## src/rtl/can_rx_filter_fifo.sv

```systemverilog
// CAN receive path: edge-triggered frame capture, ID acceptance filter and show-ahead frame FIFO.
// Optional build macro RX_FIFO_TIMESTAMP_EN adds a per-frame 16-bit capture timestamp on rd_timestamp.
module can_rx_filter_fifo #(
    parameter  int DEPTH = 4,
    localparam int AW    = $clog2(DEPTH)
) (
    input  logic          clk,
    input  logic          rst_n,
    input  logic          msg_fresh,
    input  logic [28:0]   msg_id,
    input  logic          extended,
    input  logic          rtr,
    input  logic [3:0]    msg_bytes,
    input  logic [63:0]   msg,
    input  logic          filter_en,
    input  logic [28:0]   acc_code,
    input  logic [28:0]   acc_mask,
    input  logic          acc_ext,
    input  logic          acc_ext_mask,
    input  logic          rd_ready,
    output logic          rd_valid,
    output logic [28:0]   rd_id,
    output logic          rd_extended,
    output logic          rd_rtr,
    output logic [3:0]    rd_bytes,
    output logic [63:0]   rd_data,
    output logic [AW:0]   level,
    output logic          overflow,
    input  logic          clr_overflow,
    output logic [7:0]    accept_cnt,
    output logic [7:0]    reject_cnt,
`ifdef RX_FIFO_TIMESTAMP_EN
    output logic [15:0]   rd_timestamp,
`endif
    output logic [7:0]    drop_cnt
);

    localparam logic [AW:0] LVL_FULL = (AW+1)'(DEPTH);

    logic          r_msg_fresh_q;
    logic          r_cap_valid;
    logic [28:0]   r_cap_id;
    logic          r_cap_ext;
    logic          r_cap_rtr;
    logic [3:0]    r_cap_bytes;
    logic [63:0]   r_cap_data;

    logic [AW-1:0] r_wr_ptr;
    logic [AW-1:0] r_rd_ptr;
    logic [AW:0]   r_level;
    logic          r_overflow;
    logic [7:0]    r_accept_cnt;
    logic [7:0]    r_reject_cnt;
    logic [7:0]    r_drop_cnt;

    logic [28:0]   r_mem_id    [DEPTH];
    logic          r_mem_ext   [DEPTH];
    logic          r_mem_rtr   [DEPTH];
    logic [3:0]    r_mem_bytes [DEPTH];
    logic [63:0]   r_mem_data  [DEPTH];

    logic w_cap_edge;
    logic w_hit;
    logic w_full;
    logic w_empty;
    logic w_pop;
    logic w_push;
    logic w_drop;

    assign w_cap_edge = msg_fresh & ~r_msg_fresh_q;
    assign w_full     = (r_level == LVL_FULL);
    assign w_empty    = (r_level == '0);
    assign w_pop      = rd_ready & ~w_empty;
    // Masked ID bits must equal the code; the IDE bit is checked only when its own mask is set.
    assign w_hit      = ~filter_en
                      | (((((r_cap_id ^ acc_code) & acc_mask) == '0))
                         & (~acc_ext_mask | (r_cap_ext == acc_ext)));
    // A pop in the same cycle frees the slot, so a full FIFO still accepts.
    assign w_push     = r_cap_valid & w_hit & (~w_full | w_pop);
    assign w_drop     = r_cap_valid & w_hit & w_full & ~w_pop;

    always_ff @(posedge clk or negedge rst_n) begin
        if (!rst_n) begin
            r_msg_fresh_q <= 1'b0;
            r_cap_valid   <= 1'b0;
            r_cap_id      <= '0;
            r_cap_ext     <= 1'b0;
            r_cap_rtr     <= 1'b0;
            r_cap_bytes   <= '0;
            r_cap_data    <= '0;
        end else begin
            r_msg_fresh_q <= msg_fresh;
            r_cap_valid   <= w_cap_edge;
            if (w_cap_edge) begin
                r_cap_id    <= msg_id;
                r_cap_ext   <= extended;
                r_cap_rtr   <= rtr;
                r_cap_bytes <= msg_bytes;
                r_cap_data  <= msg;
            end
        end
    end

    always_ff @(posedge clk or negedge rst_n) begin
        if (!rst_n) begin
            r_wr_ptr     <= '0;
            r_rd_ptr     <= '0;
            r_level      <= '0;
            r_overflow   <= 1'b0;
            r_accept_cnt <= '0;
            r_reject_cnt <= '0;
            r_drop_cnt   <= '0;
        end else begin
            if (w_push) begin
                r_wr_ptr     <= r_wr_ptr + AW'(1);
                r_accept_cnt <= r_accept_cnt + 8'd1;
            end
            if (w_pop) begin
                r_rd_ptr <= r_rd_ptr + AW'(1);
            end
            case ({w_push, w_pop})
                2'b10:   r_level <= r_level + (AW+1)'(1);
                2'b01:   r_level <= r_level - (AW+1)'(1);
                default: r_level <= r_level;
            endcase
            if (r_cap_valid && !w_hit) begin
                r_reject_cnt <= r_reject_cnt + 8'd1;
            end
            if (w_drop && (r_drop_cnt != 8'hFF)) begin
                r_drop_cnt <= r_drop_cnt + 8'd1;
            end
            if (w_drop) begin
                r_overflow <= 1'b1;
            end else if (clr_overflow) begin
                r_overflow <= 1'b0;
            end
        end
    end

    // NOTE: frame slots carry no reset; every read is gated by rd_valid so stale contents never leak out.
    always_ff @(posedge clk) begin
        if (w_push) begin
            r_mem_id[r_wr_ptr]    <= r_cap_id;
            r_mem_ext[r_wr_ptr]   <= r_cap_ext;
            r_mem_rtr[r_wr_ptr]   <= r_cap_rtr;
            r_mem_bytes[r_wr_ptr] <= r_cap_bytes;
            r_mem_data[r_wr_ptr]  <= r_cap_data;
        end
    end

`ifdef RX_FIFO_TIMESTAMP_EN
    logic [15:0] r_ts_cnt;
    logic [15:0] r_cap_ts;
    logic [15:0] r_mem_ts [DEPTH];

    always_ff @(posedge clk or negedge rst_n) begin
        if (!rst_n) begin
            r_ts_cnt <= '0;
            r_cap_ts <= '0;
        end else begin
            r_ts_cnt <= r_ts_cnt + 16'd1;
            if (w_cap_edge) begin
                r_cap_ts <= r_ts_cnt;
            end
        end
    end

    always_ff @(posedge clk) begin
        if (w_push) begin
            r_mem_ts[r_wr_ptr] <= r_cap_ts;
        end
    end

    assign rd_timestamp = rd_valid ? r_mem_ts[r_rd_ptr] : '0;
`endif

    assign rd_valid    = ~w_empty;
    assign rd_id       = rd_valid ? r_mem_id[r_rd_ptr]    : '0;
    assign rd_extended = rd_valid ? r_mem_ext[r_rd_ptr]   : 1'b0;
    assign rd_rtr      = rd_valid ? r_mem_rtr[r_rd_ptr]   : 1'b0;
    assign rd_bytes    = rd_valid ? r_mem_bytes[r_rd_ptr] : '0;
    assign rd_data     = rd_valid ? r_mem_data[r_rd_ptr]  : '0;
    assign level       = r_level;
    assign overflow    = r_overflow;
    assign accept_cnt  = r_accept_cnt;
    assign reject_cnt  = r_reject_cnt;
    assign drop_cnt    = r_drop_cnt;

endmodule

```

## config.mk

```make
export PLATFORM = sky130hd
export DESIGN_NAME = can_rx_filter_fifo
export DESIGN_NICKNAME = d
export VERILOG_FILES = /design/src/rtl/can_rx_filter_fifo.sv
export SDC_FILE = /design/constraint.sdc
export NUM_CORES = 1
export LEC_CHECK = 0
export ABC_AREA = 1
export ABC_CLOCK_PERIOD_IN_PS = 5600
export CAP_MARGIN = 20
export CORE_MARGIN = 4
export CORE_UTILIZATION = 49
export CTS_CLUSTER_DIAMETER = 100
export DETAILED_ROUTE_END_ITERATION = 7
export PLACE_DENSITY = 0.75
export SETUP_SLACK_MARGIN = 0.5
export SLEW_MARGIN = 25
export SYNTH_ARGS = -nofsm -noshare
export SYNTH_HDL_FRONTEND = slang
export SYNTH_SLANG_ARGS = --single-unit
```

## constraint.sdc

```tcl
create_clock -name clk -period 5.6 [get_ports clk]
set_input_delay 0.84 -clock clk [delete_from_list [all_inputs] [get_ports clk]]
set_output_delay 0.84 -clock clk [all_outputs]
set_load 0.03 [all_outputs]
```

==> reports/summary.txt, run 1 <==
Crit path buf inv count: 3
First-pass GRT wire length: 78740 um
Clk_lat worst skew: 0.58 ns
TritonCTS clock tree: done
Final setup margin: 1.347 ns
RSZ-0062 raised after global routing: false
Yosys cell types: 30
Leak: 10.10 nW
Worst Setup End Kind: output port
FF+latch count, synth: 529
Post-DRT Antenna Nets: 0
Switching pwr: 5.249 mW
IO buf count: 292
Post-CTS sizing: 0
Clk buf depth: 3
Total global routing overflow: 0
Crit path DAT: 3.41 ns
Critical Path RT: 4.76 ns
GP Congestion: 0.8392
Syn_area_per_cell: 11.05 sq um
Logic pwr share: 39.7%
Final WL: 50760 um
Sequential Power Share: 35.7%
WL per Instance: 18.04 um
DRT Pass-1 Iters: 5
CP top delay family: buffers and inverters
Die ar.: 0.04663 sq mm
Initial core utilization: 50.06%
Post-Syn Area: 0.02119 sq mm
Post-Synth Simple-Gate Area: 15.59%
Cell internal pwr: 8.544 mW
Minimum clock period: 4.253 ns
Power Density: 522.6 mW/mm^2
Final cycle utilization of the critical path: 75.94%
Share of cells above drive strength 1: 5.374%
Sequential area share after synthesis: 71.83%
Switch share: 38.05%
FP Rows: 75
# setup viols final: 0
Initial antenna violation count: 4
Chip width: 215.9 um
Primary FF master, synth: edfxtp_1
Worst Path Max Fanout: 105
IO Pins: 293
CTS clk-pin slew, worst paths: 0.06 ns
Adder-cell share of the synthesized area: 0.5079%
Number of global-route vias before repair: 14370
Clock root buffer: clkbuf_16
Clk_skew: 0.01675 ns
Worst VDD drop: 0.4329 mV
Post-placement setup slack: 1.855 ns
Core Box Area: 0.04232 sq mm
DRC Markers: 0
Post-Synth XOR/XNOR Area: 0.9094%
CP peak stage delay: 0.74 ns
H-tree depth: 2
Syn nets: 2091
Post-synthesis mux area share: 0.05315%
Post-synth EDFFs: 396
Routed vias: 14610
Total GRT Usage: 21.29%
Power after layout: 13.79 mW
Slew Limit Fails: 0
Kind of start point of the critical path: flop
Synth Area in Compound Gates: 7.884%
Via/cell ratio: 5.193
Outcome: complete, no violations
DP HPWL: 29860 um
Hold Fails Final Rpt: 0
WS Path Type: flop to output port
Share of total power in the clock network: 24.6%
Slowest CP cell: clkdlybuf4s50_1
Fmax: 235.1 MHz
Total Nets Final: 2362
Worst-path cell chain: inv_4 -> buf_12 -> o21ai_0 -> a21oi_1 -> clkdlybuf4s50_1
Post-CTS setup buffer count: 0
Largest net degree at the start of global routing: 201
Worst Hold Class: input port to async pin
Clock sinks: 529
Post-Synthesis Cells: 1918
Ys Warns: 0
Max Cap Viol: 0
Tightest Pin Transition: 1.128 ns
Layout area overhead: 24.57%
Total CTS buffers: 52
Fraction of registers with async set/reset: 25.14%
Hold Buf Count CTS: 0
Die Span Y: 215.9 um
Slew headroom: 24.82%
DRT iter0 DRCs: 1099
Main combinational cell family by area after synthesis: simple AND/OR/NAND/NOR gates
==> power by group through the flow <==
stage,logic [mW],registers [mW],clock network [mW]
after floorplan,3.22,5.01,0
after global placement,5.43,4.98,0
after detailed placement,5.50,5.00,0
after CTS,5.54,4.93,3.44
after global routing,5.91,4.97,3.62
final,5.48,4.93,3.39
==> layout make-up <==
cell class,instances,area (sq um)
fillers,3253,15930
clock inverters,20,151.4
flip-flops and latches,529,15230
clock buffers,78,1531
diodes,3,7.507
well taps,577,721.9
repair buffers,312,3099
inverters,86,331.6
multi-input cells,1208,5323
==> worst paths after layout <==
check	from	endpoint	slack [ns]	cells after the start
worst min register to register	r_cap_data[5]	r_mem_data[2][5]	0.51	0
max in group asynchronous	rst_n	r_cap_data[24]	4.14	2
worst max register to register	r_cap_id[9]	r_mem_data[2][0]	2.68	12
worst max-delay path	r_rd_ptr[0]	rd_data[5]	1.35	5
worst min-delay path	rst_n	r_cap_id[19]	0.20	1
min in group clk	r_cap_data[5]	r_mem_data[2][5]	0.51	0
==> worst reg2reg max path: stages (launching register included) <==
cell,delay [ns]
dfrtp_1,0.44
inv_1,0.11
nand2_1,0.06
nand3_1,0.13
nand2_1,0.08
nor2_1,0.21
nand2_1,0.13
nor2_1,0.13
nand2_2,0.10
nand2_4,0.11
nand3_4,0.19
nor2_4,0.15
buf_4,0.64
==> registers in the layout, summed over array words and instances, names as in the netlist <==
signal and cells:
accept_cnt 8, r_cap_id 29, r_msg_fresh_q 1, r_mem_data 256, drop_cnt 8, r_mem_bytes 16, r_wr_ptr 2, level 3
r_mem_ext 4, r_cap_data 64, overflow 1, r_cap_rtr 1, r_mem_id 116, r_cap_ext 1, r_cap_bytes 4, r_rd_ptr 2
reject_cnt 8, r_mem_rtr 4, r_cap_valid 1
==> logic make-up after synthesis <==
logic type | Yosys count
AOI/OAI and AO/OA | 333
xor gates and xnor gates | 22
adders and majority gates | 8
buffers and inverters | 181
DFF | 529
muxes | 1
and+or+nand+nor | 844
==> cells in the final DEF (no fill, tap or decap), types with 4 or more instances in the layout <==
master             n
edfxtp_1         396
xnor2_1            7
nand2_1          360
nand3_1           39
clkbuf_16         54
nor2_4             5
clkdlybuf4s50_1  291
a21oi_1           99
inv_1             81
nor2_1           420
dfrtp_1          131
clkbuf_8           9
clkbuf_1          15
o21ai_0          229
buf_4             18
clkinv_1           8
ha_1               7
xor2_1            15
clkinv_2          10
nand4_1            4
==> stage by stage <==
| step | setup TNS [ns] | cell area (sq um) | util [%] | hold slack (ns) | cells |
|---|---|---|---|---|---|
| 2_1_floorplan | -298.99 | 21190 | - | 0.4763 | 1918 |
| 3_3_place_gp | 0 | 24700 | 58.37 | 0.4832 | 2712 |
| 3_5_place_dp | 0 | 24700 | 58.37 | 0.4987 | 2712 |
| 4_1_cts | 0 | 26390 | 62.34 | 0.1965 | 2810 |
| 5_1_grt | 0 | 26390 | 62.36 | 0.2263 | 2813 |
| 6_report | 0 | 26390 | 62.36 | 0.2001 | 2813 |
==> synth_stat cells, types with 4 or more instances <==
cell	number	area (sq um)
inv_1	81	304.0
inv_2	4	15.01
nand2_1	360	1351
xor2_1	15	131.4
o21ai_0	229	1146
xnor2_1	7	61.31
nand3_1	39	195.2
nand4_1	4	25.02
clkbuf_1	77	289.0
buf_1	16	60.06
ha_1	7	87.58
dfrtp_1	133	3328
a21oi_1	99	495.5
nor2_1	425	1595
edfxtp_1	396	11890
==> metal layers <==
layer  global-route usage [%]  wire length, um  up-vias
met4                    7.467             1246        2
li1                         -                -     6997
met3                    4.796             3723       81
met5                        0               16        -
met2                    35.11            24780      504
met1                    28.14            20990     7023
Power figures use the tool's default switching activity.
==> run 2, diff against run 1 <==
--- a/config.mk
+++ b/config.mk
@@ -6,13 +6,13 @@
 export NUM_CORES = 1
 export LEC_CHECK = 0
 export ABC_AREA = 1
-export ABC_CLOCK_PERIOD_IN_PS = 5600
+export ABC_CLOCK_PERIOD_IN_PS = 4200
 export CAP_MARGIN = 20
 export CORE_MARGIN = 4
-export CORE_UTILIZATION = 49
+export CORE_UTILIZATION = 55
 export CTS_CLUSTER_DIAMETER = 100
 export DETAILED_ROUTE_END_ITERATION = 7
-export PLACE_DENSITY = 0.75
+export PLACE_DENSITY = 0.8
 export SETUP_SLACK_MARGIN = 0.5
 export SLEW_MARGIN = 25
 export SYNTH_ARGS = -nofsm -noshare
==> constraint.sdc (replaced) <==
create_clock -name clk -period 4.2 [get_ports clk]
set_input_delay 0.63 -clock clk [delete_from_list [all_inputs] [get_ports clk]]
set_output_delay 0.63 -clock clk [all_outputs]
set_load 0.03 [all_outputs]
==> reports/summary.txt, run 2 (same netlist as run 1, synthesis figures left out) <==
DP HPWL: 31150 um
DRT iter0 DRCs: 1111
Post-placement setup slack: 0.8526 ns
Design Area, Final: 0.02664 sq mm
# setup viols final: 0
Final cycle utilization of the critical path: 85.17%
Total CTS buffers: 54
Slowest CP cell: clkdlybuf4s50_1
CP top delay family: buffers and inverters
Worst-path cell chain: inv_8 -> buf_16 -> o21ai_0 -> a21oi_1 -> clkdlybuf4s50_1
Die ar.: 0.04173 sq mm
Sequential Power Share: 34.8%
Clk_lat worst skew: 0.59 ns
Crit path buf inv count: 3
Kind of start point of the critical path: flop
RSZ-0062 raised after global routing: true
Leak: 10.33 nW
WS Path Type: flop to output port
Initial antenna violation count: 1
Worst Setup End Kind: output port
Final WL: 52920 um
Worst Path Max Fanout: 86
Final setup margin: 0.6230 ns
Reg2reg path depth: 14
IO Pins: 293
CP endpoint: rd_bytes[2]
Commonest non-fill, non-tap cells in the layout: nor2_1 (420), edfxtp_1 (396), nand2_1 (360)
Clock sinks: 529
Largest net degree at the start of global routing: 128
Layout area overhead: 25.75%
Tightest Pin Transition: 0.6870 ns
Switch share: 38.08%
Most common cell after layout, fill and taps aside: nor2_1
Critical Path RT: 3.57 ns
Outcome: complete, no violations
Chip width: 204.3 um
Worst setup path start: r_rd_ptr[0]
Placed cells: 2650
Total Nets Final: 2370
Worst VDD drop: 0.4434 mV
FP Rows: 71
Share of cells above drive strength 1: 5.888%
Clock root buffer: clkbuf_16
Power Density: 709.1 mW/mm^2
Total global routing overflow: 0
Cell Area, Placed: 0.02475 sq mm
WHS: 0.05304 ns
Power after layout: 18.89 mW
GP Congestion: 0.8161
Initial core utilization: 55.99%
WL per Instance: 19.22 um
Hold Buf Count CTS: 0
IO buf count: 292
Number of global-route vias before repair: 15080
Max FFs per register: 256
TNS Setup: 0 ns
TritonCTS clock tree: done
Fmax: 279.6 MHz
Slew Limit Fails: 0
Total GRT Usage: 25.14%
R2R Path Start: level[0]
Share of total power in the clock network: 25.4%
Post-DRT Antenna Nets: 0
Final core occ: 70.41%
Cell internal pwr: 11.70 mW
Max Cap Viol: 0
Critical register-to-register path endpoint: level[2]
Slew headroom: 54.20%
Worst R2R Setup Slack: 1.36 ns
Logic pwr share: 39.8%
Core Box Area: 0.03784 sq mm
Switching pwr: 7.194 mW
Fill cell count: 2608
Crit path DAT: 2.95 ns
Die Span Y: 204.3 um
CTS clk-pin slew, worst paths: 0.06 ns
H-tree depth: 2
Crit. path cell count: 5
Clk buf depth: 3
CP peak stage delay: 0.73 ns
DRC Markers: 0
Via/cell ratio: 5.410
Worst Hold Class: input port to async pin
Top reg by flops: r_mem_data
Clk_skew: 0.01697 ns
Hold Fails Final Rpt: 0
Routed vias: 14900
Post-route insts no fill: 2754
Minimum clock period: 3.577 ns
Largest registers: r_mem_data: 256 flops, r_mem_id: 116 flops, r_cap_data: 64 flops
First-pass GRT wire length: 81940 um
DRT Pass-1 Iters: 5
run 2: cell types whose count changed in the layout (fill, tap and decap cells not counted), moves of 2 or more:
cell / change
inv_6: +2
inv_4: -3
buf_4: -5
clkbuf_16: +3
buf_6: +2
bufinv_16: +2
diode_2: -2
buf_16: +3
buf_12: +6
clkinv_1: -2
clkdlybuf4s50_1: -10
clkinvlp_4: +3
dlymetal6s2s_1: +10
run 2: worst min path at each step:
stage	startpoint	to	cells past startpoint
2_1_floorplan	rst_n	accept_cnt[0]	0
3_3_place_gp	r_cap_data[1]	r_mem_data[1][1]	0
3_5_place_dp	r_cap_data[3]	r_mem_data[3][3]	0
4_1_cts	rst_n	drop_cnt[1]	1
5_1_grt	rst_n	drop_cnt[2]	1
6_report	rst_n	drop_cnt[1]	1
run 2: routing by layer:
layer | track usage (%) | share of wire (%)
met3 | 5.998 | 7.8
met1 | 31.69 | 39
met4 | 7.490 | 2.6
met2 | 43.66 | 51
met5 | 0 | 0
run 2: cell type report:
type / count / area, sq um / area share [%]
flip-flops and latches: 529 / 15230 / 57.15
inverters: 86 / 341.6 / 1.282
diodes: 1 / 2.502 / 0.009392
clock inverters: 22 / 210.2 / 0.7889
repair buffers: 318 / 3312 / 12.43
multi-input cells: 1208 / 5323 / 19.98
well taps: 511 / 639.4 / 2.400
clock buffers: 79 / 1589 / 5.964
run 2: power by group through the flow:
stage                     clock (mW)  sequential [mW]  combinational, mW
after floorplan                    0             6.66               4.30
after global placement             0             6.63               7.29
after detailed placement           0             6.66               7.42
after CTS                       4.85             6.57               7.61
after global routing            5.09             6.62               8.09
final                           4.79             6.58               7.53
run 2: timing repair:
action / CTS / global route
resized for setup: 4 / 14
setup endpoints to repair: 64 / 28
gates cloned: 1 / 0
buffers inserted: 1 / 0
==> run 3, diff against run 2 <==
--- a/config.mk
+++ b/config.mk
@@ -14,7 +14,7 @@
 export DETAILED_ROUTE_END_ITERATION = 7
 export PLACE_DENSITY = 0.8
 export SETUP_SLACK_MARGIN = 0.5
-export SLEW_MARGIN = 25
+export SLEW_MARGIN = 20
 export SYNTH_ARGS = -nofsm -noshare
 export SYNTH_HDL_FRONTEND = slang
 export SYNTH_SLANG_ARGS = --single-unit
==> results of run 3 <==
No change in the layout: final DEF, timing and power equal those of run 2.
